$ cat config.mk
export PLATFORM = sky130hd
export DESIGN_NAME = ace_snoop_sched
export DESIGN_NICKNAME = d
export VERILOG_FILES = /design/src/rtl/ace_snoop_sched.sv
export SDC_FILE = /design/constraint.sdc
export NUM_CORES = 1
export LEC_CHECK = 0
export BUFFER_PORTS_ARGS = -buffer_cell sky130_fd_sc_hd__buf_2
export CAP_MARGIN = 20
export CORE_UTILIZATION = 46
export CTS_CLUSTER_DIAMETER = 40
export CTS_CLUSTER_SIZE = 30
export DETAILED_ROUTE_END_ITERATION = 10
export HOLD_SLACK_MARGIN = 0.02
export PLACE_DENSITY = 0.76
export RECOVER_POWER = 100
export SYNTH_ARGS = -nofsm -noshare
export SYNTH_HDL_FRONTEND = slang
export SYNTH_SLANG_ARGS = --single-unit
$ cat constraint.sdc
create_clock -name clk_i -period 3.23 [get_ports clk_i]
set_input_delay 0.1615 -clock clk_i [delete_from_list [all_inputs] [get_ports clk_i]]
set_output_delay 0.1615 -clock clk_i [all_outputs]
set_load 0.01 [all_outputs]
$ cat src/rtl/ace_snoop_sched.sv
// ace_snoop_sched: broadcasts one coherent snoop at a time on the AC channel
// of every cached master except the initiator, then collects and merges their
// CR responses into one crresp returned to the coherency controller.
//
// Handshake rule on every channel: a transfer happens in a cycle where valid
// and ready are both high at the rising clock edge. A valid, once raised, is
// held with a stable payload until its transfer. A ready is driven only from
// registered state, never from the other side's valid.
//
// Optional feature: define ACE_SNOOP_TIMEOUT_EN to bound the CR wait. On expiry
// the error bit is set, unresponded ports are marked stale, and new requests
// are held off until every stale port's late CR has been sunk.
module ace_snoop_sched #(
    parameter int NoMasters     = 4,
    parameter int AddrWidth     = 64,
    parameter int TimeoutCycles = 1024,
    localparam int IdxW         = (NoMasters > 1) ? $clog2(NoMasters) : 1
) (
    input  logic                   clk_i,
    input  logic                   rst_i,
    input  logic                   req_valid_i,
    output logic                   req_ready_o,
    input  logic [AddrWidth-1:0]   req_addr_i,
    input  logic [3:0]             req_snoop_i,
    input  logic [2:0]             req_prot_i,
    input  logic [IdxW-1:0]        req_init_i,
    output logic                   resp_valid_o,
    input  logic                   resp_ready_i,
    output logic [4:0]             resp_o,
    output logic [IdxW-1:0]        resp_data_port_o,
    output logic [NoMasters-1:0]   ac_valid_o,
    input  logic [NoMasters-1:0]   ac_ready_i,
    output logic [AddrWidth-1:0]   ac_addr_o,
    output logic [3:0]             ac_snoop_o,
    output logic [2:0]             ac_prot_o,
    input  logic [NoMasters-1:0]   cr_valid_i,
    output logic [NoMasters-1:0]   cr_ready_o,
    input  logic [5*NoMasters-1:0] cr_resp_i
);

    generate
        if (NoMasters < 1 || TimeoutCycles < 1) begin : g_bad_cfg
            $error("ace_snoop_sched: NoMasters and TimeoutCycles must be >= 1");
        end
    endgenerate

    typedef enum logic [1:0] {
        S_IDLE    = 2'd0,
        S_BCAST   = 2'd1,
        S_COLLECT = 2'd2,
        S_RESP    = 2'd3
    } state_t;

    state_t                 r_state;
    state_t                 w_state_nxt;

    logic [NoMasters-1:0]   r_target;
    logic [NoMasters-1:0]   r_ac_done;
    logic [NoMasters-1:0]   r_cr_done;
    logic [4:0]             r_acc;
    logic [IdxW-1:0]        r_data_port;
    logic                   r_data_found;
    logic [AddrWidth-1:0]   r_addr;
    logic [3:0]             r_snoop;
    logic [2:0]             r_prot;

    logic                   w_req_hs;
    logic                   w_active;
    logic [NoMasters-1:0]   w_new_target;
    logic [NoMasters-1:0]   w_ac_hs;
    logic [NoMasters-1:0]   w_live_ready;
    logic [NoMasters-1:0]   w_live_hs;
    logic [NoMasters-1:0]   w_stale_ready;
    logic                   w_stale_any;
    logic                   w_timeout;
    logic [4:0]             w_cr_or;
    logic                   w_dp_hit;
    logic [IdxW-1:0]        w_dp_idx;

    assign w_active     = (r_state == S_BCAST) || (r_state == S_COLLECT);
    assign req_ready_o  = (r_state == S_IDLE) && !rst_i && !w_stale_any;
    assign w_req_hs     = req_valid_i && req_ready_o;
    assign ac_valid_o   = (r_state == S_BCAST) ? (r_target & ~r_ac_done) : '0;
    assign w_ac_hs      = ac_valid_o & ac_ready_i;
    assign w_live_ready = w_active ? (r_ac_done & ~r_cr_done) : '0;
    assign w_live_hs    = cr_valid_i & w_live_ready;
    assign cr_ready_o   = w_live_ready | w_stale_ready;

    assign resp_valid_o     = (r_state == S_RESP);
    assign resp_o           = r_acc;
    assign resp_data_port_o = r_data_port;
    assign ac_addr_o        = r_addr;
    assign ac_snoop_o       = r_snoop;
    assign ac_prot_o        = r_prot;

    // Target set for a new request: every port except the initiator.
    always_comb begin
        w_new_target = '0;
        for (int i = 0; i < NoMasters; i++) begin
            w_new_target[i] = (int'(req_init_i) != i);
        end
    end

    // Merge this cycle's CR handshakes; scanning downward lets the lowest
    // index with dataTransfer win when several arrive together.
    always_comb begin
        w_cr_or  = '0;
        w_dp_hit = 1'b0;
        w_dp_idx = '0;
        for (int i = NoMasters - 1; i >= 0; i--) begin
            if (w_live_hs[i]) begin
                w_cr_or = w_cr_or | cr_resp_i[5*i +: 5];
                if (cr_resp_i[5*i]) begin
                    w_dp_hit = 1'b1;
                    w_dp_idx = IdxW'(i);
                end
            end
        end
    end

`ifdef ACE_SNOOP_TIMEOUT_EN
    localparam int CntW = $clog2(TimeoutCycles + 1);

    logic [NoMasters-1:0]   r_stale;
    logic [CntW-1:0]        r_tmo_cnt;

    assign w_stale_ready = r_stale;
    assign w_stale_any   = |r_stale;
    assign w_timeout     = (r_state == S_COLLECT) && (w_live_hs == '0) &&
                           (r_tmo_cnt == CntW'(TimeoutCycles - 1));

    // Idle-progress counter in COLLECT plus stale tracking; a stale port's
    // late CR is accepted and dropped, clearing its stale bit.
    always_ff @(posedge clk_i or posedge rst_i) begin
        if (rst_i) begin
            r_tmo_cnt <= '0;
            r_stale   <= '0;
        end else begin
            if (r_state != S_COLLECT || w_live_hs != '0) begin
                r_tmo_cnt <= '0;
            end else begin
                r_tmo_cnt <= r_tmo_cnt + 1'b1;
            end
            r_stale <= (r_stale & ~cr_valid_i) |
                       (w_timeout ? (r_target & ~r_cr_done) : '0);
        end
    end
`else
    assign w_stale_ready = '0;
    assign w_stale_any   = 1'b0;
    assign w_timeout     = 1'b0;
`endif

    // State register.
    always_ff @(posedge clk_i or posedge rst_i) begin
        if (rst_i) begin
            r_state <= S_IDLE;
        end else begin
            r_state <= w_state_nxt;
        end
    end

    // Next-state decode.
    always_comb begin
        w_state_nxt = r_state;
        case (r_state)
            S_IDLE: begin
                if (w_req_hs) begin
                    w_state_nxt = (w_new_target != '0) ? S_BCAST : S_RESP;
                end
            end
            S_BCAST: begin
                if (((r_ac_done | w_ac_hs) & r_target) == r_target) begin
                    w_state_nxt = S_COLLECT;
                end
            end
            S_COLLECT: begin
                if ((((r_cr_done | w_live_hs) & r_target) == r_target) || w_timeout) begin
                    w_state_nxt = S_RESP;
                end
            end
            S_RESP: begin
                if (resp_ready_i) begin
                    w_state_nxt = S_IDLE;
                end
            end
            default: w_state_nxt = S_IDLE;
        endcase
    end

    // Request capture, progress masks and the response accumulator.
    always_ff @(posedge clk_i or posedge rst_i) begin
        if (rst_i) begin
            r_target     <= '0;
            r_ac_done    <= '0;
            r_cr_done    <= '0;
            r_acc        <= '0;
            r_data_port  <= '0;
            r_data_found <= 1'b0;
            r_addr       <= '0;
            r_snoop      <= '0;
            r_prot       <= '0;
        end else if (r_state == S_IDLE) begin
            if (w_req_hs) begin
                r_addr       <= req_addr_i;
                r_snoop      <= req_snoop_i;
                r_prot       <= req_prot_i;
                r_target     <= w_new_target;
                r_ac_done    <= '0;
                r_cr_done    <= '0;
                r_acc        <= '0;
                r_data_port  <= '0;
                r_data_found <= 1'b0;
            end
        end else if (w_active) begin
            r_ac_done <= r_ac_done | w_ac_hs;
            r_cr_done <= r_cr_done | w_live_hs;
            r_acc     <= r_acc | w_cr_or | (w_timeout ? 5'b00010 : 5'b00000);
            if (w_dp_hit && !r_data_found) begin
                r_data_found <= 1'b1;
                r_data_port  <= w_dp_idx;
            end
        end
    end

endmodule

==> run summary <==
Global-route usage over all layers = 0.210
GR Util met2 = 0.344
Avg Cell Area, Syn = 13.7 µm²
Share of total power in the clock network = 0.148
Logic pwr share = 0.410
Hold buffer count at cts = 1
Critical Path End = r_ac_done[3]
P_leak = 2.39 nW
HP Class = in -> reg
Max clock buf depth = 2
Cells after DPL = 575
Avg Vias per Cell = 5.16
Setup bufs post-CTS = 0
Initial drt markers = 112
Mapped Cells = 291
CTS resizes = 0
Post-synth EDFFs = 0
Avg WL per Cell = 15.3 µm
Sequential share of the synthesized area = 0.585
Peak VDD IR = 0.450 mV
Initial antenna violation count = 0
Syn Nets = 401
RSZ-0062 raised after global routing = false
Grt ovf = 0
Final net count = 593
Worst Tran Pin Value = 1.36 ns
Post-synth top flop = dfrtp_1
Core Box Area = 8300 µm²
Post-synth cell types = 33
Routed vias = 3062
Netlist Area Pre-Place = 3980 µm²
Power Density = 937 nW/µm²
Largest net degree at the start of global routing = 67
CP max FO = 56
IO Pins = 193
Starting Density = 0.479
Die Ht = 95.0 µm
Setup TNS = 0 ns
Sink Count = 93
Maxcap violations = 0
Antenna Nets Post-Route = 0
Die area = 9020 µm²
CP startpoint kind = input port
CTS tree = done
Vias in the first global route = 3035
Hold Slack = 0.0434 ns
R2R depth = 7
Fin. Hold Viols = 0
# diodes = 0
Setup Viol. Count Final = 0
Yosys warning total = 0
Sw power = 0.00178 W
Area contributors post-synth = dfrtp_1, mux2_2, a21oi_1
DR pass1 iterations = 4
Setup crit end kind = asynchronous set/reset pin
Drt total wl = 9090 µm
DRC Markers = 0
Clock latency on the worst-skew pair = 0.34 ns
Chip Width = 95.0 µm
M1 GR Usage = 0.265
Most frequent cells after synthesis = dfrtp_1, mux2_2, nor2_1
FP Rows = 33
Clock slew seen by the registers of the worst setup and hold paths = 0.09 ns
Gr busiest metal = met2
F_max = 434 MHz
H-tree depth = 3
Global-route wire length before repair = 14400 µm
Worst rel slew slack = 0.0950
Hpwl dp = 6840 µm
Worst Setup SP = rst_i
Area Overhead vs Synth = 27.8%
Fillcell total = 719
Clock skew = 0.00794 ns
P_int = 0.00298 W
Critical Path RT = 3.47 ns
Net Sw Frac = 0.374
Port bufs = 192
Ys async rst share = 1.00
FF-to-FF End = resp_data_port_o[1]
Status = completed
Worst R2R Setup Slack = 1.03 ns
Max-slew violations = 0
Layout cells sized above 1 = 0.416
Critical path class = in -> async
Period utilization = 0.713
Met3 GRT Util = 0.0620
RR Startpoint = r_state[0]
CTS Buf Count = 9
Area leader, netlist = dfrtp_1
Worst setup margin = 0.927 ns
Worst EP arrival = 2.54 ns
Tmin final = 2.30 ns
Root Buffer = clkbuf_8
Most common cell in the netlist = dfrtp_1
Fin cells = 593
Seq cells post-synth = 93
Placer Congestion = 0.828
Place WS = 0.998 ns
Share of the synthesized area in the top cell type = 0.585
Seq pwr share = 0.442
cell usage in the layout (no fill, tap or decap), drive strengths merged, types with 2 or more instances in the layout:
master,Yosys,final
ha,5,5
mux2,72,72
nor2b,4,4
clkbuf,4,103
buf,12,106
clkinvlp,0,3
nand3,6,6
nor3b,4,4
a22oi,9,9
a41oi,4,4
and4b,4,4
nand2,13,13
nand3b,4,4
o21ai,6,6
inv,3,2
a21oi,14,14
and3b,9,9
dfrtp,93,93
nor2,17,17
kinds of logic (layout without fill, tap and decap cells):
group | count (synthesis) | after routing | synth area share
adders and majority gates | 5 | 5 | 0.0157
buffers and inverters | 19 | 216 | 0.0264
AOI/OAI and AO/OA | 39 | 39 | 0.0746
DFF | 93 | 93 | 0.585
and+or+nand+nor | 63 | 63 | 0.0944
muxes | 72 | 72 | 0.204
area by class of cell:
class                   count  area, µm²  area share
flip-flops and latches     93       2330       0.458
multi-input cells         179       1540       0.302
clock buffers              13        159      0.0312
repair buffers            197        900       0.177
inverters                   3       12.5     0.00246
clock inverters             3       20.0     0.00394
well taps                 105        131      0.0258
through the flow:
stage | cell area [µm²] | utilization | total power [W]
2_1_floorplan | 3980 | - | 0.00339
3_3_place_gp | 5020 | 0.605 | 0.00415
3_5_place_dp | 5020 | 0.605 | 0.00423
4_1_cts | 5210 | 0.628 | 0.00495
5_1_grt | 5080 | 0.613 | 0.00511
6_report | 5080 | 0.613 | 0.00476
critical path: stages:
cell,delay [ns]
dlygate4sd3_1,0.53
clkbuf_1,0.14
clkinvlp_2,0.14
buf_4,0.43
clkbuf_2,1.09
registers in the layout, summed over array words and instances (netlist names):
name and cells:
ac_addr_o 64, resp_o 5, ac_snoop_o 4, r_ac_done 4, r_cr_done 4, r_target 4
ac_prot_o 3, r_state 2, resp_data_port_o 2, r_data_found 1
layer usage:
metal | up-vias | wire length (µm)
met2 | 151 | 4450
met3 | 10 | 844
met4 | 0 | 123
met5 | - | 0
li1 | 1427 | -
met1 | 1474 | 3670
worst min path at each step:
stage                              start             to  slack, ns  cells after the start
after floorplan           req_addr_i[56]  ac_addr_o[56]       0.31                      1
after CTS                 req_addr_i[37]  ac_addr_o[37]       0.03                      2
after global placement    req_addr_i[27]  ac_addr_o[27]       0.39                      2
after detailed placement           rst_i     r_state[1]       0.40                      3
after global routing      req_addr_i[26]  ac_addr_o[26]       0.02                      2
final                     req_snoop_i[1]  ac_snoop_o[1]       0.04                      2
power groups by stage:
stage          clock network, W  registers [W]  logic (W)
2_1_floorplan                 0        0.00231    0.00109
4_1_cts                0.000723        0.00209    0.00213
6_report               0.000704        0.00211    0.00195
3_3_place_gp                  0        0.00208    0.00207
5_1_grt                0.000770        0.00218    0.00216
3_5_place_dp                  0        0.00211    0.00213
No activity file was read; power rests on OpenSTA's default activity.
